File: config.mk
export PLATFORM = sky130hd
export DESIGN_NAME = ppm16_mod
export DESIGN_NICKNAME = d
export VERILOG_FILES = /design/src/rtl/ppm16_mod.sv
export SDC_FILE = /design/constraint.sdc
export NUM_CORES = 1
export LEC_CHECK = 0
export BUFFER_PORTS_ARGS = -buffer_cell sky130_fd_sc_hd__buf_2
export CAP_MARGIN = 40
export CORE_ASPECT_RATIO = 0.7
export CORE_UTILIZATION = 29
export CTS_CLUSTER_DIAMETER = 80
export DETAILED_ROUTE_END_ITERATION = 10
export GPL_TIMING_DRIVEN = 0
export HOLD_SLACK_MARGIN = 0.05
export PLACE_DENSITY = 0.58
export SLEW_MARGIN = 20
export SYNTH_ARGS = -nofsm -noshare
export SYNTH_HDL_FRONTEND = slang
export SYNTH_SLANG_ARGS = --single-unit
File: constraint.sdc
create_clock -name clk -period 2.7 [get_ports clk]
set_input_delay 0.81 -clock clk [delete_from_list [all_inputs] [get_ports clk]]
set_output_delay 0.81 -clock clk [all_outputs]
set_load 0.005 [all_outputs]
File: src/rtl/ppm16_mod.sv
// 16-PPM packet transmitter: preamble, 2-symbol length header, data symbols.
// Ports: clk, reset, tx_start, data_len, sym_in/sym_valid/sym_ready, dout, busy, done, underrun.
module ppm16_mod #(
  parameter int          CHIP_BITS     = 2,
  parameter int          PREAMBLE_SYMS = 4,
  parameter logic [3:0]  PREAMBLE_SYM  = 4'd0
) (
  input  logic       clk,
  input  logic       reset,
  input  logic       tx_start,
  input  logic [7:0] data_len,
  input  logic [3:0] sym_in,
  input  logic       sym_valid,
  output logic       sym_ready,
  output logic       dout,
  output logic       busy,
  output logic       done,
  output logic       underrun
);

  localparam int CW = (CHIP_BITS > 1) ? $clog2(CHIP_BITS) : 1;
  localparam logic [CW-1:0] CYC_LAST = CW'(CHIP_BITS - 1);
  localparam logic [7:0]    PRE_LAST = 8'(PREAMBLE_SYMS - 1);

  localparam logic [2:0] S_IDLE = 3'd0;
  localparam logic [2:0] S_PRE  = 3'd1;
  localparam logic [2:0] S_HDR  = 3'd2;
  localparam logic [2:0] S_DATA = 3'd3;
  localparam logic [2:0] S_DONE = 3'd4;

  // Registers describe the chip cycle currently on dout.
  logic [2:0]    state_q, state_d;
  logic [CW-1:0] cyc_q,   cyc_d;
  logic [3:0]    chip_q,  chip_d;
  logic [7:0]    sym_q,   sym_d;
  logic [3:0]    cur_q,   cur_d;
  logic          blank_q, blank_d;
  logic [7:0]    len_q,   len_d;
  logic          ur_q,    ur_d;
  logic          dout_q,  dout_d;

  logic sym_last;
  logic fetch;
  logic tx_d;

  assign sym_last = (chip_q == 4'd15) && (cyc_q == CYC_LAST);

  // Pull on the last cycle of a symbol followed by a data symbol.
  assign fetch = sym_last &&
    (((state_q == S_HDR) && (sym_q == 8'd1) && (len_q != 8'd0)) ||
     ((state_q == S_DATA) && (sym_q != len_q - 8'd1)));

  always_comb begin
    state_d = state_q;
    cyc_d   = cyc_q;
    chip_d  = chip_q;
    sym_d   = sym_q;
    cur_d   = cur_q;
    blank_d = blank_q;
    len_d   = len_q;
    ur_d    = ur_q;

    unique case (state_q)
      S_IDLE: begin
        if (tx_start) begin
          state_d = S_PRE;
          cyc_d   = '0;
          chip_d  = 4'd0;
          sym_d   = 8'd0;
          cur_d   = PREAMBLE_SYM;
          blank_d = 1'b0;
          len_d   = data_len;
          ur_d    = 1'b0;
        end
      end
      S_PRE, S_HDR, S_DATA: begin
        if (cyc_q == CYC_LAST) begin
          cyc_d  = '0;
          chip_d = chip_q + 4'd1;
        end else begin
          cyc_d = cyc_q + CW'(1);
        end
        if (sym_last) begin
          unique case (state_q)
            S_PRE: begin
              if (sym_q == PRE_LAST) begin
                state_d = S_HDR;
                sym_d   = 8'd0;
                cur_d   = len_q[7:4];
              end else begin
                sym_d = sym_q + 8'd1;
              end
            end
            S_HDR: begin
              if (sym_q == 8'd0) begin
                sym_d = 8'd1;
                cur_d = len_q[3:0];
              end else if (len_q == 8'd0) begin
                state_d = S_DONE;
              end else begin
                state_d = S_DATA;
                sym_d   = 8'd0;
              end
            end
            default: begin
              if (fetch) sym_d = sym_q + 8'd1;
              else       state_d = S_DONE;
            end
          endcase
        end
        if (fetch) begin
          cur_d   = sym_in;
          blank_d = !sym_valid;
          if (!sym_valid) ur_d = 1'b1;
        end
        if (state_d == S_DONE) begin
          cyc_d   = '0;
          chip_d  = 4'd0;
          sym_d   = 8'd0;
          blank_d = 1'b0;
        end
      end
      S_DONE: state_d = S_IDLE;
      default: state_d = S_IDLE;
    endcase
  end

  assign tx_d = (state_d == S_PRE) || (state_d == S_HDR) ||
                (state_d == S_DATA);
  assign dout_d = tx_d && !blank_d && (chip_d == cur_d);

  always_ff @(posedge clk) begin
    if (reset) begin
      state_q <= S_IDLE;
      cyc_q   <= '0;
      chip_q  <= 4'd0;
      sym_q   <= 8'd0;
      cur_q   <= 4'd0;
      blank_q <= 1'b0;
      len_q   <= 8'd0;
      ur_q    <= 1'b0;
      dout_q  <= 1'b0;
    end else begin
      state_q <= state_d;
      cyc_q   <= cyc_d;
      chip_q  <= chip_d;
      sym_q   <= sym_d;
      cur_q   <= cur_d;
      blank_q <= blank_d;
      len_q   <= len_d;
      ur_q    <= ur_d;
      dout_q  <= dout_d;
    end
  end

  assign sym_ready = fetch;
  assign dout      = dout_q;
  assign busy      = (state_q == S_PRE) || (state_q == S_HDR) ||
                     (state_q == S_DATA);
  assign done      = (state_q == S_DONE);
  assign underrun  = ur_q;

endmodule
==> impl_metrics.env, run 1 <==
export IMPL_status="complete, but fails checks"
export IMPL_violations="negative setup slack"
export IMPL_synthesis_nets=299
export IMPL_rsz0062_at_grt="true"
export IMPL_critPathBufInv=1
export IMPL_finalWorstSetupSlack_ns=-0.211
export IMPL_grt_max_degree=12
export IMPL_synth_top_area_share_pct=28.0
export IMPL_ant_nets=0
export IMPL_rows=26
export IMPL_leakage_uw=0.00109
export IMPL_cts_path_max_buffers=2
export IMPL_synthTopCellsByArea="dfxtp_1, nand2_1, xnor2_1"
export IMPL_routed_via_count=2248
export IMPL_finalCriticalPeriod_ns=2.91
export IMPL_place_ws_ns=-0.423
export IMPL_cp_start_kind="flop"
export IMPL_port_buffers=19
export IMPL_fmax_mhz=344
export IMPL_place_hpwl_um=4660
export IMPL_grt_pass1_wl_um=10700
export IMPL_finClkSkew_ns=0.00656
export IMPL_drt_total_wl_um=6660
export IMPL_hold_buffers=0
export IMPL_yosys_warnings=0
export IMPL_maxCapViolations=0
export IMPL_critPathMaxStageDelay_ns=0.45
export IMPL_n_antenna_cell=0
export IMPL_slew_headroom_pct=54.8
export IMPL_power_density_nw_per_um2=423
export IMPL_dpl_cell_area_um2=2460
export IMPL_ir_worst_vdd_v=0.000209
export IMPL_nets=345
export IMPL_via_per_inst=5.31
export IMPL_holdCritPathClass="reg -> reg"
export IMPL_core_um2=7350
export IMPL_synth_edff_count=0
export IMPL_grt_ovfl_total=0
export IMPL_netlist_area_um2=2220
export IMPL_grt_pass1_vias=2107
export IMPL_cpMaxStageDelayCell="dfxtp_1"
export IMPL_initial_core_util_pct=30.2
export IMPL_final_hold_viol_count=0
export IMPL_synth_most_common_cell="nand2_1"
export IMPL_period_share_pct=108
export IMPL_crit_fanout=6
export IMPL_ys_types=64
export IMPL_path_cells="ha_1 > nand4_1 > nor3_4 > o21ai_1 > a21oi_4 > buf_2"
export IMPL_crit_required_ns=1.89
export IMPL_setup_tns_final_ns=-1.42
export IMPL_clock_sinks=31
export IMPL_slew_violations=0
export IMPL_dieArea_um2=8010
export IMPL_instances_no_fill=423
export IMPL_synthCells=278
export IMPL_clk_pin_slew_ns=0.08
export IMPL_wl_per_cell_um=15.7
export IMPL_h_tree_depth=2
export IMPL_first_pass_iters=4
export IMPL_die_width_um=107
export IMPL_cts_root_buf="clkbuf_8"
export IMPL_clock_latency_ns=0.29
export IMPL_gp_congestion=0.840
export IMPL_numPlacedInstances=396
export IMPL_worst_pin_slew_ns=0.678
export IMPL_ios=21
export IMPL_async_flop_share_pct=0
export IMPL_endpoint_kind="primary output"
export IMPL_yosys_top_cells_count="nand2_1, dfxtp_1, nor2_1"
export IMPL_synth_top_cell_by_area="dfxtp_1"
export IMPL_stdcell_area_um2=2900
export IMPL_ys_flop_type="dfxtp_1"
export IMPL_synth_ff_latch_count=31
export IMPL_yosysSeqAreaShare_pct=28.0
export IMPL_grt_antenna_before_repair=0
export IMPL_drive_above_1_share_pct=32.9
export IMPL_drc_errors=0
export IMPL_crit_type="reg -> out"
export IMPL_drtIter0Drc=164
export IMPL_avgSynthCellArea_um2=7.98
export IMPL_track_usage_pct=17.2
export IMPL_setup_viol=11
export IMPL_path_delay_family="simple AND/OR/NAND/NOR gates"
export IMPL_cts_tree="done"
export IMPL_dieHeight_um=75.2
export IMPL_area_growth_pct=30.7
export IMPL_critPathArrivalTime_ns=2.10
export IMPL_cts_buffers=5
## what timing repair did
item,in CTS,in global routing
pin swaps,25,11
setup endpoints to repair,14,17
buffers inserted,14,6
cloned,1,0
resized for setup,27,12
## logic make-up (layout without fill, tap and decap cells)
kind of cell	after synthesis	in the layout	synth area share (%)
simple gates	123	123	30.3
compound gates	75	75	25.8
xor+xnor	18	18	7.11
mux	3	3	1.41
buf+inv	23	70	4.57
flops	31	31	28.0
fa+ha+maj	5	5	2.82
## registers in the layout (all words and copies together), names as in the netlist
| signal | cells |
|---|---|
| chip_q | 4 |
| state_q | 3 |
| dout | 1 |
| len_q | 8 |
| cyc_q | 1 |
| cur_q | 4 |
| sym_q | 8 |
| underrun | 1 |
| blank_q | 1 |
## stage by stage
step / power [µW] / utilization (%) / hold slack [ns]
after floorplan: 658 / - / 0.458
after global placement: 713 / 33.4 / 0.492
after detailed placement: 716 / 33.4 / 0.493
after CTS: 1220 / 38.0 / 0.515
after global routing: 1290 / 39.4 / 0.549
final: 1230 / 39.4 / 0.514
## worst reg2reg max path, delay by kind of cell (launching register included)
family,cells,cell delay (ns)
AO/OA/AOI/OAI,5,0.98
adder cells (fa/ha/maj),1,0.15
buffers and inverters,2,0.22
flip-flops,1,0.37
AND/OR/NAND/NOR,3,1.10
## layout by cell type, fill, tap and decap left out, types with 3 or more instances in the layout
cell      Yosys  routed
nand3_1       9       9
o21ai_0      12      10
dfxtp_2       0       3
nor2_1       22      19
buf_6         1       3
a21oi_1      19      19
o21a_1        3       3
nor4_2        2       3
inv_1         8       5
buf_4         0      20
o21ai_1       2       4
xor2_1        4       4
a22oi_1       6       6
nand4_1       4       4
nor2b_1       9       8
and2_1        5       5
xnor2_1      14      13
a31oi_1       3       3
nand2b_1      4       4
nand2_1      35      34
clkbuf_1      6       4
buf_2         6      25
nor3_1       10       9
nor3_4        0       3
ha_1          5       4
clkbuf_8      0       5
dfxtp_1      31      26
## cell type report
cell class,instances,area (µm²)
Multi-Input combinational cell,224,1670
Fill cell,776,4450
Buffer,12,62.6
Timing Repair Buffer,41,265
Inverter,9,37.5
Tap cell,98,123
Clock inverter,3,43.8
Sequential cell,31,632
Clock buffer,5,68.8
## worst paths after layout
| kind | slack [ns] | end | cells past startpoint | start |
|---|---|---|---|---|
| max reg2reg | -0.17 | sym_q[3] | 11 | len_q[1] |
| min | 0.51 | underrun | 2 | underrun |
| max | -0.21 | sym_ready | 6 | chip_q[0] |
| min reg2reg | 0.51 | underrun | 2 | underrun |
## routing by layer
metal,routed length [µm],up-vias,global-route usage (%)
met2,2750,76,25.5
met5,0,-,0
li1,-,1103,-
met4,53,0,4.72
met3,424,6,3.29
met1,3440,1063,25.4
## report_power, final
part	switching, µW	internal [µW]
logic	149	111
clock network	201	275
registers	21.4	470
total	371	857
Power figures use the tool's default switching activity.
==> run 2: changes to the inputs <==
Settings changed: PLACE_DENSITY 0.58 to 0.57.
Clock period 2.7 ns to 2.9 ns, I/O delays scaled along.
==> impl_metrics.env, run 2 (synthesis results as in run 1) <==
export IMPL_cts_buffers=5
export IMPL_slew_headroom_pct=54.3
export IMPL_clock_latency_ns=0.29
export IMPL_grt_pass1_wl_um=10500
export IMPL_drc_errors=0
export IMPL_initial_core_util_pct=30.2
export IMPL_crit_required_ns=2.03
export IMPL_status="complete, but fails checks"
export IMPL_wl_per_cell_um=15.8
export IMPL_cts_tree="done"
export IMPL_rows=26
export IMPL_dieHeight_um=75.2
export IMPL_holdCritPathClass="reg -> reg"
export IMPL_nets=345
export IMPL_track_usage_pct=17.0
export IMPL_clk_pin_slew_ns=0.07
export IMPL_rrSetupSlack_ns=-0.05
export IMPL_cp_start_kind="flop"
export IMPL_ios=21
export IMPL_hold_buffers=0
export IMPL_die_width_um=107
export IMPL_core_um2=7350
export IMPL_setup_tns_final_ns=-0.0950
export IMPL_period_share_pct=102
export IMPL_finalCriticalPeriod_ns=2.95
export IMPL_cts_path_max_buffers=2
export IMPL_grt_use_met1_pct=24.7
export IMPL_use_met3_pct=3.98
export IMPL_final_hold_viol_count=0
export IMPL_critPathArrivalTime_ns=2.08
export IMPL_power_density_nw_per_um2=369
export IMPL_maxCapViolations=0
export IMPL_n_antenna_cell=0
export IMPL_crit_fanout=4
export IMPL_routed_via_count=2248
export IMPL_hold_ws_ns=0.512
export IMPL_grt_busiest_layer="met2"
export IMPL_grt_max_degree=11
export IMPL_rsz0062_at_grt="true"
export IMPL_crit_type="reg -> out"
export IMPL_grt_pass1_vias=2081
export IMPL_layout_commonest_cell="nand2_1"
export IMPL_finClkSkew_ns=0.00396
export IMPL_worst_pin_slew_ns=0.685
export IMPL_first_pass_iters=4
export IMPL_reg_top3="len_q (8), sym_q (8)"
export IMPL_grt_antenna_before_repair=0
export IMPL_finalWorstSetupSlack_ns=-0.0451
export IMPL_fmax_mhz=340
export IMPL_grt_ovfl_total=0
export IMPL_leakage_uw=0.00103
export IMPL_h_tree_depth=2
export IMPL_area_growth_pct=28.1
export IMPL_endpoint_kind="primary output"
export IMPL_place_hpwl_um=4630
export IMPL_slew_violations=0
export IMPL_cts_root_buf="clkbuf_8"
export IMPL_dieArea_um2=8010
export IMPL_gp_congestion=0.896
export IMPL_drive_above_1_share_pct=32.9
export IMPL_drtIter0Drc=157
export IMPL_drt_total_wl_um=6680
export IMPL_port_buffers=19
export IMPL_ir_worst_vdd_v=0.000166
export IMPL_via_per_inst=5.31
export IMPL_violations="negative setup slack"
export IMPL_grt_use_met2_pct=25.0
export IMPL_clock_sinks=31
export IMPL_ant_nets=0
export IMPL_layout_common_cells="nand2_1, dfxtp_1, buf_2"
export IMPL_setup_viol=3
run 2: cell count changes in the layout (fill, tap and decap cells not counted), sizes merged:
cell	before	now
clkinvlp	0	2
buf	49	48
clkbuf	9	11
bufinv	1	0
clkinv	3	1
run 2: timing repair:
item                                    4_1_cts  5_1_grt
gates resized for setup                      23       21
pin swaps                                     9       14
endpoints found under the setup margin       10       11
endpoints found under the hold margin         0        0
setup buffers                                11        8
gates cloned                                  0        1
run 2: cell type report:
type | instances | area (µm²)
flip-flops and latches | 31 | 632
well taps | 98 | 123
multi-input cells | 224 | 1640
clock buffers | 6 | 72.6
plain buffers | 13 | 66.3
inverters | 9 | 40.0
fillers | 780 | 4510
clock inverters | 2 | 12.5
repair buffers | 40 | 254
run 2: per-stage QoR:
| step | instance area [µm²] | utilization, % | setup slack, ns | instances | total power (µW) |
|---|---|---|---|---|---|
| 2_1_floorplan | 2220 | - | 0.0746 | 278 | 608 |
| 3_3_place_gp | 2440 | 33.1 | -0.371 | 395 | 660 |
| 3_5_place_dp | 2440 | 33.2 | -0.376 | 396 | 662 |
| 4_1_cts | 2690 | 36.6 | -0.0912 | 415 | 1030 |
| 5_1_grt | 2840 | 38.7 | -0.123 | 423 | 1100 |
| 6_report | 2840 | 38.7 | -0.0451 | 423 | 1050 |
run 2: path summary, 6_finish.rpt:
kind | startpoint | end | cells past startpoint
max | len_q[1] | sym_ready | 8
min | sym_q[1] | sym_q[1] | 2
max reg2reg | len_q[1] | sym_q[3] | 11
min reg2reg | sym_q[1] | sym_q[1] | 2
run 2: metal layers:
layer / vias up / share of wire, %
met1: 1076 / 50
met5: - / 0
met3: 9 / 7.3
li1: 1097 / -
met2: 66 / 42
met4: 0 / 1.1
run 2: critical path: stages, from the launching register on:
cell and delay (ns):
dfxtp_4 0.37, inv_4 0.06, ha_4 0.12, or3b_4 0.38
a211oi_2 0.23, o211ai_2 0.14, nor3_2 0.25, a21oi_4 0.09
buf_2 0.13
run 2: power breakdown:
group,internal [µW],switching (µW),total (µW)
Sequential,438,19.5,458
Combinational,102,140,242
Clock,168,181,349
==> run 3: changes to the inputs <==
Settings changed: ABC_AREA set to 1, PLACE_DENSITY 0.57 to unset, PLACE_DENSITY_LB_ADDON set to 0.12.
==> impl_metrics.env, run 3 <==
export IMPL_status="complete, no violations"
export IMPL_dieHeight_um=76.8
export IMPL_die_width_um=109
export IMPL_h_tree_depth=2
export IMPL_avgSynthCellArea_um2=6.21
export IMPL_via_per_inst=4.78
export IMPL_maxCapViolations=0
export IMPL_rsz0062_at_grt="true"
export IMPL_reg2reg_to="dout"
export IMPL_critPathArrivalTime_ns=1.93
export IMPL_slew_violations=0
export IMPL_grt_use_met1_pct=27.6
export IMPL_grt_use_met2_pct=22.5
export IMPL_crit_fanout=4
export IMPL_synthTopCellsByArea="dfxtp_1, nand2_1, nor2_1"
export IMPL_grt_pass1_wl_um=10900
export IMPL_hold_buffers=0
export IMPL_cp_start_kind="flop"
export IMPL_crit_required_ns=2.03
export IMPL_drive_above_1_share_pct=20.4
export IMPL_slew_headroom_pct=58.6
export IMPL_first_pass_iters=4
export IMPL_finalCriticalPeriod_ns=2.80
export IMPL_crit_type="reg -> out"
export IMPL_yosys_top_cells_count="nand2_1, nor2_1, inv_1"
export IMPL_dieArea_um2=8360
export IMPL_synthesis_nets=394
export IMPL_cts_root_buf="clkbuf_16"
export IMPL_drc_errors=0
export IMPL_setup_viol=0
export IMPL_track_usage_pct=17.4
export IMPL_min_to="blank_q"
export IMPL_nets=426
export IMPL_cts_tree="done"
export IMPL_wl_per_cell_um=13.7
export IMPL_initial_core_util_pct=30.8
export IMPL_power_density_nw_per_um2=474
export IMPL_rows=26
export IMPL_synth_top_cell_by_area="dfxtp_1"
export IMPL_synthCells=373
export IMPL_setup_tns_final_ns=0
export IMPL_clock_latency_ns=0.28
export IMPL_finClkSkew_ns=0.00770
export IMPL_drt_total_wl_um=6890
export IMPL_gp_congestion=0.816
export IMPL_clock_sinks=31
export IMPL_synth_top_area_share_pct=26.8
export IMPL_cpMostUsedCell="nor2_1"
export IMPL_ys_types=36
export IMPL_place_hpwl_um=5300
export IMPL_layout_commonest_cell="nand2_1"
export IMPL_cts_path_max_buffers=2
export IMPL_critPathBufInv=4
export IMPL_synth_ff_latch_count=31
export IMPL_synth_most_common_cell="nand2_1"
export IMPL_n_antenna_cell=0
export IMPL_fillCellCount=793
export IMPL_ant_nets=0
export IMPL_worst_pin_slew_ns=0.616
export IMPL_use_met3_pct=3.83
export IMPL_hold_depth=2
export IMPL_grt_busiest_layer="met1"
export IMPL_path_cells="inv_2 > ha_4 > nand2_2 > inv_2 > nor2_1 > nand2_1 > nor2_1 > nand3_1 > nor2_1 > nand2_1 > nand2_2 > nand2_4 > nand2_8 > inv_6 > buf_6"
export IMPL_ys_flop_type="dfxtp_1"
export IMPL_netlist_area_um2=2320
export IMPL_critPathMaxStageDelay_ns=0.33
export IMPL_drtIter0Drc=170
export IMPL_r2r_start="len_q[1]"
export IMPL_fmax_mhz=357
export IMPL_area_growth_pct=20.0
export IMPL_r2r_cells=23
export IMPL_rrSetupSlack_ns=0.31
export IMPL_yosys_warnings=0
export IMPL_reg_top3="len_q (8), sym_q (8)"
export IMPL_final_hold_viol_count=0
export IMPL_async_flop_share_pct=0
export IMPL_cpMaxStageDelayCell="dfxtp_2"
export IMPL_grt_antenna_before_repair=0
export IMPL_grt_ovfl_total=0
export IMPL_ir_worst_vdd_v=0.000242
export IMPL_holdCritPathClass="reg -> reg"
export IMPL_yosysSeqAreaShare_pct=26.8
export IMPL_path_delay_family="simple AND/OR/NAND/NOR gates"
export IMPL_period_share_pct=96.6
export IMPL_core_um2=7510
export IMPL_clk_pin_slew_ns=0.05
export IMPL_leakage_uw=0.00125
export IMPL_total_power_uw=1320
export IMPL_endpoint_kind="primary output"
export IMPL_hp_start="blank_q"
export IMPL_port_buffers=20
export IMPL_ios=21
export IMPL_grt_pass1_vias=2118
export IMPL_layout_common_cells="nand2_1, nor2_1, inv_1"
export IMPL_grt_max_degree=11
export IMPL_cts_buffers=5
export IMPL_routed_via_count=2411
export IMPL_synth_edff_count=0
[run 3: how the worst max path moves through the flow]
stage          slack (ns)   endpoint     start  cells past startpoint
6_report              0.1  sym_ready  len_q[1]                     15
3_5_place_dp         0.09  sym_ready  len_q[0]                     15
4_1_cts              0.01  sym_ready  len_q[0]                     14
5_1_grt            -0.009  sym_ready  len_q[1]                     16
3_3_place_gp         0.07  sym_ready  len_q[0]                     15
2_1_floorplan        0.51  sym_ready  len_q[0]                     14
[run 3: cells by family after synthesis]
logic type                 count (synthesis)  synth area share [%]
and+or+nand+nor                          209                  42.7
DFF                                       31                  26.8
AOI/OAI and AO/OA                         63                  15.7
xor gates and xnor gates                   6                  2.27
adders and majority gates                  5                  2.70
buffers and inverters                     59                  9.83
[run 3: cell type report]
type | instances | area (µm²) | share of cell area (%)
buffer | 5 | 22.5 | 0.810
multi-input combinational | 283 | 1490 | 53.7
inverter | 54 | 213 | 7.65
clock buffer | 7 | 153 | 5.49
clock inverter | 1 | 7.51 | 0.270
timing repair buffer | 25 | 144 | 5.17
tap | 98 | 123 | 4.41
sequential | 31 | 626 | 22.5
[run 3: per-layer routing]
metal / routed length, µm / share of wire [%]
met4: 53 / 0.77
met3: 464 / 6.7
met5: 0 / 0
met1: 3850 / 56
met2: 2520 / 37
[run 3: report_power, final]
part	leakage, µW	switching [µW]	internal [µW]	total, µW
clock	0.0000761	203	365	568
combinational	0.000919	177	96.7	274
sequential	0.000255	27.8	449	477
total	0.00125	409	910	1320
[run 3: metrics by stage]
stage	setup WS [ns]	hold WS [ns]	util, %	cell area (µm²)	instances
2_1_floorplan	0.507	0.468	-	2320	373
3_3_place_gp	0.0741	0.483	33.8	2540	491
3_5_place_dp	0.0907	0.497	33.8	2540	491
4_1_cts	0.0113	0.487	36.4	2740	502
5_1_grt	-0.00855	0.530	37.0	2780	504
6_report	0.0992	0.506	37.0	2780	504
[run 3: timing repair]
item,4_1_cts,5_1_grt
resized for setup,7,7
pin swaps,2,7
hold endpoints to repair,0,0
endpoints found under the setup margin,1,1
buffers inserted,3,2
[run 3: worst min-delay path, stage by stage (launching register included)]
cell     delay, ns
dfxtp_1       0.31
nand2_1       0.08
a21oi_1       0.07
